File: config.mk
export PLATFORM = sky130hd
export DESIGN_NAME = hero_write_rx
export DESIGN_NICKNAME = d
export VERILOG_FILES = /design/src/rtl/hero_pkg.sv /design/src/rtl/hero_rx_pkg.sv /design/src/rtl/hero_rx_fifo.sv /design/src/rtl/hero_write_rx.sv
export SDC_FILE = /design/constraint.sdc
export NUM_CORES = 1
export LEC_CHECK = 0
export BUFFER_PORTS_ARGS = -buffer_cell sky130_fd_sc_hd__clkbuf_2
export CORE_MARGIN = 2
export CORE_UTILIZATION = 40
export DETAILED_ROUTE_END_ITERATION = 8
export HOLD_SLACK_MARGIN = 0.06
export PLACE_DENSITY = 0.66
export SLEW_MARGIN = 15
export SYNTH_ARGS = -nofsm -noshare
export SYNTH_HDL_FRONTEND = slang
export SYNTH_HIERARCHICAL = 1
export SYNTH_SLANG_ARGS = --single-unit
File: constraint.sdc
create_clock -name clk -period 6.39 [get_ports clk]
set_clock_uncertainty 0.1 [all_clocks]
set_input_delay 0.3195 -clock clk [delete_from_list [all_inputs] [get_ports clk]]
set_output_delay 0.3195 -clock clk [all_outputs]
set_load 0.05 [all_outputs]
File: src/rtl/hero_pkg.sv
// Shared definitions for the hero write bus: cycle types and the 60-bit beat format.
package hero_pkg;

   typedef enum logic [1:0] {
      HERO_IDLE  = 2'd0,
      HERO_VALID = 2'd1,
      HERO_DONE  = 2'd2,
      HERO_RSVD  = 2'd3
   } CYCLE_TYPE_E;

   typedef logic [6:0] sub_def_t;

   typedef struct packed {
      CYCLE_TYPE_E          cycle_type;
      logic [35:0]          wdat;
      sub_def_t [2:0]       another_type_reference;
      logic                 clk_en;
   } hero_write_t;

   localparam int HERO_WIDTH = 60;

endpackage

File: src/rtl/hero_rx_pkg.sv
// Types local to the hero write receiver: FSM states and the buffered FIFO entry.
package hero_rx_pkg;
   import hero_pkg::*;

   typedef enum logic [1:0] {
      IDLE_S   = 2'd0,
      ACTIVE_S = 2'd1,
      DROP_S   = 2'd2
   } HERO_RX_STATE_E;

   typedef struct packed {
      logic           abort;
      logic           last;
      sub_def_t [2:0] sub;
      logic [35:0]    wdat;
   } hero_rx_entry_t;

   localparam int HERO_RX_ENTRY_T_WIDTH = 59;

endpackage

File: src/rtl/hero_rx_fifo.sv
// Synchronous FIFO with registered count/full/empty; no write-to-read bypass.
module hero_rx_fifo #(
   parameter int WIDTH = 8,
   parameter int DEPTH = 8
) (
   input  logic                     clk,
   input  logic                     rst_n,
   input  logic                     push,
   input  logic [WIDTH-1:0]         push_data,
   input  logic                     pop,
   output logic [WIDTH-1:0]         head,
   output logic [$clog2(DEPTH):0]   count,
   output logic                     full,
   output logic                     empty
);

   localparam int AW = $clog2(DEPTH);
   localparam int CW = AW + 1;

   logic [WIDTH-1:0] mem [DEPTH];
   logic [AW-1:0]    wr_ptr;
   logic [AW-1:0]    rd_ptr;
   logic [CW-1:0]    count_nxt;
   logic             do_push;
   logic             do_pop;

   assign do_push = push && !full;
   assign do_pop  = pop && !empty;
   assign head    = mem[rd_ptr];

   always_comb begin
      count_nxt = count;
      if (do_push && !do_pop) begin
         count_nxt = count + 1'b1;
      end else if (!do_push && do_pop) begin
         count_nxt = count - 1'b1;
      end
   end

   always_ff @(posedge clk or negedge rst_n) begin
      if (!rst_n) begin
         wr_ptr <= '0;
         rd_ptr <= '0;
         count  <= '0;
         full   <= 1'b0;
         empty  <= 1'b1;
      end else begin
         if (do_push) wr_ptr <= wr_ptr + 1'b1;
         if (do_pop)  rd_ptr <= rd_ptr + 1'b1;
         count <= count_nxt;
         full  <= (count_nxt == CW'(DEPTH));
         empty <= (count_nxt == '0);
      end
   end

   // Storage is not reset; the consumer only sees it through the empty flag.
   always_ff @(posedge clk) begin
      if (do_push) mem[wr_ptr] <= push_data;
   end

endmodule

File: src/rtl/hero_write_rx.sv
// Hero write bus receiver: qualifies beats, frames transactions, buffers them and
// replaces any partially delivered transaction's tail with an abort entry.
module hero_write_rx
   import hero_pkg::*;
   import hero_rx_pkg::*;
#(
   parameter int DEPTH     = 8,
   parameter int MAX_BEATS = 16
) (
   input  logic        clk,
   input  logic        rst_n,
   input  hero_write_t hero_wr_i,
   output logic        out_valid_o,
   input  logic        out_ready_i,
   output logic [35:0] out_wdat_o,
   output logic [20:0] out_sub_o,
   output logic        out_last_o,
   output logic        out_abort_o,
   output logic        err_ovf_o,
   output logic        err_len_o,
   input  logic        err_clr_i,
   output logic [15:0] txn_cnt_o
);

   localparam int CNT_W = $clog2(DEPTH) + 1;
   localparam int BC_W  = $clog2(MAX_BEATS) + 1;

   HERO_RX_STATE_E  state, state_nxt;
   logic [BC_W-1:0] beat_cnt, beat_cnt_nxt;
   logic            abort_pend, abort_nxt;
   logic            set_ovf, set_len;

   logic [CNT_W-1:0] fifo_count;
   logic             fifo_full, fifo_empty;
   hero_rx_entry_t   head_entry, push_entry;

   logic is_valid, is_done, beat, len_viol, has_room, may_accept;
   logic accept, abort_push, push, pop;

   assign is_valid   = hero_wr_i.clk_en && (hero_wr_i.cycle_type == HERO_VALID);
   assign is_done    = hero_wr_i.clk_en && (hero_wr_i.cycle_type == HERO_DONE);
   assign beat       = is_valid || is_done;
   assign len_viol   = is_valid && (beat_cnt == BC_W'(MAX_BEATS - 1));
   assign has_room   = fifo_count < CNT_W'(DEPTH);
   assign may_accept = !abort_pend && ((state == ACTIVE_S) || (state == IDLE_S));
   assign accept     = beat && may_accept && has_room && !len_viol;
   assign abort_push = abort_pend && !fifo_full;
   assign push       = accept || abort_push;
   assign pop        = out_valid_o && out_ready_i;

   // A drop in the middle of a delivered transaction owes the consumer an abort entry.
   always_comb begin
      state_nxt    = state;
      beat_cnt_nxt = beat_cnt;
      abort_nxt    = abort_pend && !abort_push;
      set_ovf      = 1'b0;
      set_len      = 1'b0;
      case (state)
         IDLE_S: begin
            if (accept) begin
               if (is_valid) begin
                  state_nxt    = ACTIVE_S;
                  beat_cnt_nxt = BC_W'(1);
               end
            end else if (beat) begin
               set_ovf = !has_room || abort_pend;
               set_len = len_viol;
               if (is_valid) state_nxt = DROP_S;
            end
         end
         ACTIVE_S: begin
            if (accept) begin
               if (is_done) begin
                  state_nxt    = IDLE_S;
                  beat_cnt_nxt = '0;
               end else begin
                  beat_cnt_nxt = beat_cnt + 1'b1;
               end
            end else if (beat) begin
               set_ovf      = !has_room;
               set_len      = len_viol;
               abort_nxt    = 1'b1;
               beat_cnt_nxt = '0;
               state_nxt    = is_valid ? DROP_S : IDLE_S;
            end
         end
         DROP_S: begin
            if (is_done) state_nxt = IDLE_S;
         end
         default: state_nxt = IDLE_S;
      endcase
   end

   always_comb begin
      push_entry = '0;
      if (abort_push) begin
         push_entry.abort = 1'b1;
         push_entry.last  = 1'b1;
      end else begin
         push_entry.last = is_done;
         push_entry.sub  = hero_wr_i.another_type_reference;
         push_entry.wdat = hero_wr_i.wdat;
      end
   end

   hero_rx_fifo #(
      .WIDTH (HERO_RX_ENTRY_T_WIDTH),
      .DEPTH (DEPTH)
   ) u_fifo (
      .clk       (clk),
      .rst_n     (rst_n),
      .push      (push),
      .push_data (push_entry),
      .pop       (pop),
      .head      (head_entry),
      .count     (fifo_count),
      .full      (fifo_full),
      .empty     (fifo_empty)
   );

   always_ff @(posedge clk or negedge rst_n) begin
      if (!rst_n) begin
         state      <= IDLE_S;
         beat_cnt   <= '0;
         abort_pend <= 1'b0;
         err_ovf_o  <= 1'b0;
         err_len_o  <= 1'b0;
         txn_cnt_o  <= '0;
      end else begin
         state      <= state_nxt;
         beat_cnt   <= beat_cnt_nxt;
         abort_pend <= abort_nxt;
         err_ovf_o  <= set_ovf || (err_ovf_o && !err_clr_i);
         err_len_o  <= set_len || (err_len_o && !err_clr_i);
         if (pop && head_entry.last && !head_entry.abort) begin
            txn_cnt_o <= txn_cnt_o + 16'd1;
         end
      end
   end

   // Head fields are masked while empty so the uninitialised storage never leaks out.
   assign out_valid_o = !fifo_empty;
   assign out_wdat_o  = fifo_empty ? '0 : head_entry.wdat;
   assign out_sub_o   = fifo_empty ? '0 : head_entry.sub;
   assign out_last_o  = !fifo_empty && head_entry.last;
   assign out_abort_o = !fifo_empty && head_entry.abort;

endmodule

==> results of run 1 <==
## cells in the mapped netlist (4+ instances only)
| library cell | n | area (µm²) |
|---|---|---|
| ha_1 | 7 | 87.6 |
| buf_1 | 8 | 30.0 |
| buf_2 | 5 | 25.0 |
| buf_6 | 14 | 158 |
| clkbuf_1 | 23 | 86.3 |
| edfxtp_1 | 472 | 14200 |
| nand2b_1 | 6 | 37.5 |
| nor2b_1 | 63 | 394 |
| and2_1 | 58 | 363 |
| nand4_1 | 7 | 43.8 |
| nor2_1 | 14 | 52.6 |
| dfrtp_1 | 37 | 926 |
| nor3_1 | 4 | 20.0 |
| inv_1 | 11 | 41.3 |
| xnor2_1 | 17 | 149 |
| o21ai_0 | 6 | 30.0 |
| mux4_1 | 43 | 1130 |
| mux2_2 | 59 | 664 |
| mux4_2 | 75 | 1690 |
| nand2_1 | 30 | 113 |
| xor2_1 | 6 | 52.6 |
| nand3_1 | 13 | 65.1 |
## area by class of cell
| class | count | share of cell area, % |
|---|---|---|
| Multi-Input combinational cell | 445 | 22.0 |
| Clock inverter | 34 | 1.56 |
| Sequential cell | 510 | 63.0 |
| Tap cell | 680 | 3.54 |
| Inverter | 11 | 0.172 |
| Timing Repair Buffer | 163 | 4.02 |
| Clock buffer | 58 | 5.64 |
| Antenna cell | 1 | 0.0104 |
## registers in the layout, summed over array words and instances, names as in the netlist
register / cells
u_fifo/rd_ptr: 3
txn_cnt_o: 16
u_fifo/count: 4
beat_cnt: 5
u_fifo/full: 1
err_ovf_o: 1
state: 2
err_len_o: 1
u_fifo/wr_ptr: 3
u_fifo/mem: 472
u_fifo/empty: 1
abort_pend: 1
## repair_timing
item | CTS | global route
resized for setup | 0 | 0
setup endpoints to repair | 0 | 0
hold endpoints to repair | 41 | 0
hold buffers | 8 | 0
## critical path, stage by stage, from the launching register on
cell and delay (ns):
dfrtp_1 0.41, ha_1 0.24, and3_1 0.19, ha_1 0.21, nor3b_2 0.23, nor2_1 0.08, o41ai_1 0.31, nor2b_1 0.62
nand2b_1 0.41, nor3_4 0.93, buf_12 0.39
## logic make-up after synthesis
family,Yosys count,synth area share (%)
flip-flops,510,73.1
adder cells (fa/ha/maj),7,0.423
buffers and inverters,62,1.67
AO/OA/AOI/OAI,23,0.768
AND/OR/NAND/NOR,215,6.18
XOR/XNOR,23,0.974
multiplexers,177,16.8
## per-layer routing
layer / global-route usage [%] / routed length (µm)
met1: 20.9 / 18000
met2: 25.2 / 20000
met3: 2.36 / 1440
met4: 4.54 / 898
met5: 0 / 0
## report_power, final
group	internal (mW)	switching [mW]	total, mW
clock network	1.84	1.21	3.05
logic	1.41	2.31	3.72
registers	3.83	0.366	4.20
total	7.08	3.89	11.0
## final timing paths
check	end	start
max in group asynchronous	u_fifo/rd_ptr[2]$_DFFE_PN0P_	rst_n
setup reg to reg	u_fifo/mem[0][29]$_DFFE_PP_	beat_cnt[0]$_DFFE_PN0P_
hold / removal	u_fifo/mem[5][6]$_DFFE_PP_	hero_wr_i[28]
min in group asynchronous	txn_cnt_o[9]$_DFFE_PN0P_	rst_n
hold reg to reg	state[0]$_DFFE_PN0P_	state[1]$_DFFE_PN0P_
setup / recovery	u_fifo/mem[0][29]$_DFFE_PP_	beat_cnt[0]$_DFFE_PN0P_
==> impl_metrics.tcl, run 1 <==
set metrics [dict create \
    status "complete, no violations" \
    worst_slack_ns 1.91 \
    hold_viol_final 0 \
    p_leak_nw 8.19 \
    ant_nets 0 \
    max_cap_violations 0 \
    rsz0062_at_grt "no" \
    cts_tree "built" \
    dpl_worst_slack_ns 1.95 \
    clockBufferDepth 3 \
    layout_commonest_cell "edfxtp_1" \
    period_minus_slack_ns 4.48 \
    fin_crit_sh_pct 70.1 \
    p_per_area_nw_per_um2 457 \
    synth_nets 1088 \
    final_util_pct 46.9 \
    path_class "flip-flop to flip-flop" \
    crit_path_end_kind "flip-flop" \
    clockRootBuffer "clkbuf_16" \
    stdcell_count 1902 \
    dp.cells 1801 \
    grt_max_degree 65 \
    fin_area_um2 24000 \
    ios 142 \
    gp_congestion 0.736 \
    num_rows 83 \
    grt_usage_pct 15.2 \
    fillCellCount 4210 \
    dp_hpwl_mm 23.3 \
    ys_seq_area_share_pct 73.1 \
    register_area_um2 15100 \
    syn_area_per_cell_um2 20.3 \
    hp-class "primary input to flip-flop" \
    worst_pin_slew_ns 1.09 \
    syn_area_um2 20700 \
    routed_wl_mm 40.3 \
    r2r_setup_slack_ns 1.91 \
    slew_headroom_pct 27.4 \
    drc 0 \
    cts_made_buffers 51 \
    ys_seq_elements 510 \
    max-vdd-ir-drop_mv 0.416 \
    placed_cell_area_um2 22200 \
    syn_inst 1017 \
    hold_depth 2 \
    grt-ovfl-total 0 \
    die_area_um2 53500 \
    clk_latency_ns 0.58 \
    grt_pass1_vias 10200 \
    coreArea_um2 51200 \
    area_growth_pct 16.1 \
    vias_per_cell 5.18 \
    htreeDepth 2 \
    whs_ns 0.105 \
    worst_setup_path_start_kind "flip-flop" \
    num_vias 9855 \
    power.total_mw 11.0 \
    cts_setup_buffers 0 \
    worstPathMaxFanout 42 \
    final_layout_size_suffix_gt1_share_pct 31.4 \
    drt_pass1_iterations 4 \
    synthArstFlopShare_pct 7.45 \
    drt_iter0_markers 641 \
    clkTransAtPathRegs_ns 0.06 \
    required_ns 6.53 \
    mostFrequentLayoutCells "edfxtp_1 (472), clkbuf_2 (141), mux4_2 (75)" \
    finalNetCount 1253 \
    fmax_ghz 0.223 \
    finalMaxSlewViolations 0 \
    grt_pass1_wl_mm 61.6 \
    tns_ns 0 \
    die_h_um 231 \
    synth_edf_count 472 \
    routedWlPerCell_um 21.2 \
    r2r_cells 10 \
    numClockSinks 510 \
    multi_input_area_um2 5290 \
    floorplan.initialDensity_pct 40.4 \
    io_buffer_count 141 \
    antenna_found_initial 1 \
    setup_violations 0 \
    fp.dieW_um 231 \
    synth_cell_types 49 \
    ys.flop_type "edfxtp_1" \
    yosysWarnings 6 \
    worstPathArrival_ns 4.62 \
]
No activity file was read; power rests on OpenSTA's default activity.
==> inputs of run 2 (changes only) <==
Settings changed: PLACE_DENSITY 0.66 to 0.64.
Clock period 6.39 ns to 4.38 ns, I/O delays scaled along.
==> run 2 against run 1 <==
Against the previous run: sequential cell count did not move; largest cell class unchanged; non-clock buffer count rose by 69; critical path type is now flip-flop to output pin; critical endpoint is now out_wdat_o[14]; core utilization increased by 1.0 points.
==> impl_metrics.tcl, run 2 (synthesis results as in run 1) <==
set metrics [dict create \
    status "complete, no violations" \
    drt_pass1_iterations 5 \
    hold_viol_final 0 \
    coreArea_um2 51200 \
    slew_headroom_pct 31.6 \
    path_class "flip-flop to output pin" \
    layout_commonest_cell "edfxtp_1" \
    top_regs "u_fifo/mem x472, txn_cnt_o x16, beat_cnt x5" \
    top_register "u_fifo/mem" \
    ant_nets 0 \
    cts_setup_buffers 0 \
    vias_per_cell 5.15 \
    rsz0062_at_grt "no" \
    worst_setup_path_start_kind "flip-flop" \
    fp.dieW_um 231 \
    die_area_um2 53500 \
    hold_end "u_fifo/rd_ptr[0]$_DFFE_PN0P_" \
    grt_max_degree 60 \
    grt_pass1_wl_mm 62.4 \
    num_vias 10200 \
    cts_tree "built" \
    worstReg2RegStart "beat_cnt[0]$_DFFE_PN0P_" \
    finalMaxSlewViolations 0 \
    htreeDepth 2 \
    finalNetCount 1321 \
    io_buffer_count 141 \
    hp-class "primary input to flip-flop" \
    placed_cell_area_um2 22300 \
    power.total_mw 15.7 \
    largest_reg_flops 472 \
    ios 142 \
    cts_resized 0 \
    worstPathMaxFanout 38 \
    r2r_end "u_fifo/mem[0][45]$_DFFE_PP_" \
    worst_slack_ns 0.797 \
    gp_congestion 0.738 \
    required_ns 4.06 \
    grt-ovfl-total 0 \
    worstPathArrival_ns 3.26 \
    drt_iter0_markers 716 \
    cts_made_buffers 50 \
    grt_pass1_vias 10500 \
    clockRootBuffer "clkbuf_16" \
    hold_depth 4 \
    routed_wl_mm 40.4 \
    fin_area_um2 24500 \
    clockBufferDepth 3 \
    p_per_area_nw_per_um2 641 \
    die_h_um 231 \
    num_rows 83 \
    r2r_setup_slack_ns 1.05 \
    area_growth_pct 18.7 \
    dp_hpwl_mm 23.1 \
    grt_usage_pct 15.4 \
    ctsHoldBuffers 66 \
    num_antenna_cells 0 \
    period_minus_slack_ns 3.58 \
    drc 0 \
    mostFrequentLayoutCells "edfxtp_1 (472), clkbuf_2 (141), mux4_2 (75)" \
    floorplan.initialDensity_pct 40.4 \
    max-vdd-ir-drop_mv 0.317 \
    p_leak_nw 8.42 \
    clk_latency_ns 0.58 \
    fin_crit_sh_pct 81.8 \
    routedWlPerCell_um 20.5 \
    fmax_ghz 0.279 \
    clkTransAtPathRegs_ns 0.06 \
    max_cap_violations 0 \
    final_layout_size_suffix_gt1_share_pct 30.5 \
    hp-start "out_ready_i" \
    worst_pin_slew_ns 1.03 \
    crit_path_end_kind "output pin" \
    setup_violations 0 \
    numClockSinks 510 \
    antenna_found_initial 1 \
    r2r_cells 11 \
    dpl_worst_slack_ns 1.02 \
]
[run 2: changes by cell type in the layout (fill, tap and decap cells not counted), moves of 2 or more]
cell           previous run  this run
bufinv_16                 8         3
clkbuf_16                53        51
clkbuf_1                  4        11
buf_12                    6         8
dlygate4sd3_1             8        66
clkinv_1                 12         7
clkinv_2                  9        14
buf_4                     8        17
[run 2: through the flow]
step	TNS (ns)	utilization (%)	hold WS, ns	cells
2_1_floorplan	-269.62	-	-0.177	1017
3_5_place_dp	0	43.6	0.326	1812
3_3_place_gp	0	43.6	0.314	1812
6_report	0	47.9	0.163	1972
4_1_cts	0	47.9	0.129	1972
5_1_grt	0	47.9	0.203	1972
[run 2: worst max path at each step]
| stage | startpoint | to | slack [ns] | depth (start not counted) |
|---|---|---|---|---|
| floorplan | beat_cnt[0]$_DFFE_PN0P_ | u_fifo/mem[2][0]$_DFFE_PP_ | -0.63 | 10 |
| global placement | u_fifo/rd_ptr[0]$_DFFE_PN0P_ | txn_cnt_o[8]$_DFFE_PN0P_ | 1.05 | 7 |
| detailed placement | u_fifo/rd_ptr[0]$_DFFE_PN0P_ | txn_cnt_o[8]$_DFFE_PN0P_ | 1.02 | 7 |
| CTS | u_fifo/rd_ptr[0]$_DFFE_PN0P_ | out_wdat_o[14] | 0.69 | 5 |
| global route | u_fifo/rd_ptr[0]$_DFFE_PN0P_ | out_wdat_o[16] | 0.58 | 5 |
| finish | u_fifo/rd_ptr[0]$_DFFE_PN0P_ | out_wdat_o[14] | 0.80 | 5 |
[run 2: cell type report]
cell class,instances,area (µm²)
repair buffers,232,1650
well taps,680,851
fillers,4230,26700
clock inverters,32,262
flip-flops and latches,510,15100
clock buffers,62,1320
inverters,11,41.3
multi-input cells,445,5280
[run 2: where the power goes]
part / total, mW / switching [mW] / internal, mW
registers: 5.88 / 0.290 / 5.59
logic: 5.76 / 3.66 / 2.10
clock network: 4.08 / 1.75 / 2.33
total: 15.7 / 5.70 / 10.0
[run 2: per-layer routing]
layer / wire, µm / up-vias / GRT usage, %
met5: 0 / - / 0
met4: 845 / 0 / 4.48
met3: 2000 / 57 / 3.03
met2: 19800 / 232 / 25.7
met1: 17800 / 5287 / 20.6
li1: - / 4574 / -
[run 2: worst max-delay path, cell delays in order, from the launching register on]
cell and delay, ns:
dfrtp_4 0.62, buf_4 0.66, mux4_1 0.67, mux2_2 0.27, nor2b_1 0.15, clkbuf_2 0.26
==> inputs of run 3 (changes only) <==
Settings changed: PLACE_DENSITY 0.64 to 0.66.
Clock period 4.38 ns to 2.9 ns, I/O delays scaled along.
==> run 3 against run 2 <==
Against the previous run: clock power is 52% higher; routed wire length is 24% higher; critical path type is now flip-flop to flip-flop; highest routed layer unchanged; the run now ends with setup timing left; sequential cell count stayed put; cell count is 5.5% higher; largest cell class unchanged; die area stayed put; combinational power is 89% higher; sequential power is 50% higher; count of clock-buffer cells in the layout is 4 higher; core utilization is 4.6 points higher.
==> impl_metrics.tcl, run 3 (synthesis results as in run 1) <==
set metrics [dict create \
    status "finished, violations left" \
    failed_checks "setup timing" \
    grt_pass1_vias 10900 \
    cts_made_buffers 52 \
    grt_usage_pct 16.6 \
    worstPathArrival_ns 3.25 \
    routed_wl_mm 50.2 \
    fillCellCount 3947 \
    crit_chain "ha_2 > and3_4 > ha_4 > nor3b_4 > nor2_1 > o41ai_2 > nor2b_2 > buf_6 > nand2b_4 > buf_12 > nor2_4 > buf_12 > buf_12 > clkbuf_16" \
    cp_top_family "simple AND/OR/NAND/NOR gates" \
    r2r_cells 14 \
    dp.cells 1835 \
    critPathMostFrequentCell "buf_12" \
    top_regs "u_fifo/mem x472, txn_cnt_o x16, beat_cnt x5" \
    routedWlPerCell_um 24.1 \
    cp_slowest_cell "dfrtp_1" \
    worst_slack_ns -0.141 \
    die_area_um2 53500 \
    num_vias 11000 \
    clkTransAtPathRegs_ns 0.06 \
    antenna_found_initial 1 \
    combPwrFrac_pct 42.2 \
    drt_pass1_iterations 7 \
    grt_pass1_wl_mm 66.7 \
    tns_ns -25.68 \
    wl_met2_mm 24.5 \
    dpl_worst_slack_ns -0.230 \
    num_rows 83 \
    largest_reg_flops 472 \
    fmax_ghz 0.329 \
    p_per_area_nw_per_um2 964 \
    final_layout_size_suffix_gt1_share_pct 37.4 \
    cts_tree "built" \
    fin_area_um2 26900 \
    power.total_mw 25.9 \
    critPathMaxStageDelay_ns 0.39 \
    worst_pin_slew_ns 0.968 \
    area_growth_pct 30.2 \
    clockRootBuffer "clkbuf_16" \
    finalMaxSlewViolations 0 \
    path_buf_inv 5 \
    die_h_um 231 \
    vias_per_cell 5.30 \
    final_util_pct 52.6 \
    fp.dieW_um 231 \
    ant_nets 0 \
    crit_path_end_kind "flip-flop" \
    stdcell_count 2081 \
    htreeDepth 2 \
    netSwitchingPower_mw 9.24 \
    worstPathMaxFanout 5 \
    p_seq_share_pct 33.9 \
    io_buffer_count 141 \
    highest_layer "met4" \
    slew_headroom_pct 35.5 \
    grt_max_degree 64 \
    num_antenna_cells 0 \
    numClockSinks 510 \
    grt-ovfl-total 0 \
    ios 142 \
    worst_setup_path_start_kind "flip-flop" \
    hp-class "primary input to async pin" \
    coreArea_um2 51200 \
    max-vdd-ir-drop_mv 0.956 \
    max_cap_violations 0 \
    drc 0 \
    clk_latency_ns 0.59 \
    required_ns 3.11 \
    hold_viol_final 0 \
    p_sw_share_pct 35.6 \
    whs_ns 0.157 \
    drt_iter0_markers 963 \
    fin_crit_sh_pct 105 \
    register_area_um2 15100 \
    placed_cell_area_um2 22700 \
    period_minus_slack_ns 3.04 \
    path_class "flip-flop to flip-flop" \
    p_leak_nw 9.42 \
    mostFrequentLayoutCells "edfxtp_1 (472), clkbuf_2 (91), mux4_2 (89)" \
    clkPwrFrac_pct 23.9 \
    setup_violations 341 \
    rsz0062_at_grt "yes" \
    top_register "u_fifo/mem" \
    multi_input_area_um2 5330 \
    finalNetCount 1432 \
    crit_cells 14 \
    wl_met3_mm 3.00 \
    dp_hpwl_mm 25.4 \
    gp_congestion 0.736 \
    intPower_mw 16.7 \
    layout_commonest_cell "edfxtp_1" \
    drt-met1-wl_mm 21.6 \
    floorplan.initialDensity_pct 40.4 \
    clockBufferDepth 3 \
]
run 3: power by group through the flow:
stage | logic [mW] | clock network [mW] | registers (mW)
floorplan | 7.02 | 0 | 8.86
global placement | 9.11 | 0 | 8.94
detailed placement | 9.11 | 0 | 8.96
CTS | 9.91 | 6.29 | 8.77
global route | 11.5 | 6.59 | 8.85
finish | 10.9 | 6.20 | 8.80
run 3: final timing paths:
| check | start | to | slack (ns) |
|---|---|---|---|
| setup reg to reg | beat_cnt[1]$_DFFE_PN0P_ | u_fifo/mem[6][46]$_DFFE_PP_ | -0.14 |
| setup / recovery | beat_cnt[1]$_DFFE_PN0P_ | u_fifo/mem[6][46]$_DFFE_PP_ | -0.14 |
| max in group asynchronous | rst_n | u_fifo/rd_ptr[2]$_DFFE_PN0P_ | 1.82 |
| min in group clk | state[1]$_DFFE_PN0P_ | state[0]$_DFFE_PN0P_ | 0.32 |
| hold reg to reg | state[1]$_DFFE_PN0P_ | state[0]$_DFFE_PN0P_ | 0.32 |
| hold / removal | rst_n | txn_cnt_o[4]$_DFFE_PN0P_ | 0.16 |
run 3: repair_timing:
action                     4_1_cts  5_1_grt
hold endpoints to repair       508        0
hold buffers                    66        0
resized for setup               60      166
pin swaps                        5        6
setup buffers                   23       17
setup endpoints to repair      529      490
gates cloned                     7       43
run 3: routing by layer:
layer	vias up	track usage, %
li1	4797	-
met1	5788	23.5
met2	384	26.8
met3	64	2.60
met4	0	4.31
met5	-	0
run 3: layout make-up:
cell class                 count  area share (%)
inverter                      11           0.153
clock buffer                  66            5.11
multi-input combinational    445            19.8
tap                          680            3.16
clock inverter                28           0.683
sequential                   510            56.2
timing repair buffer         341            14.8
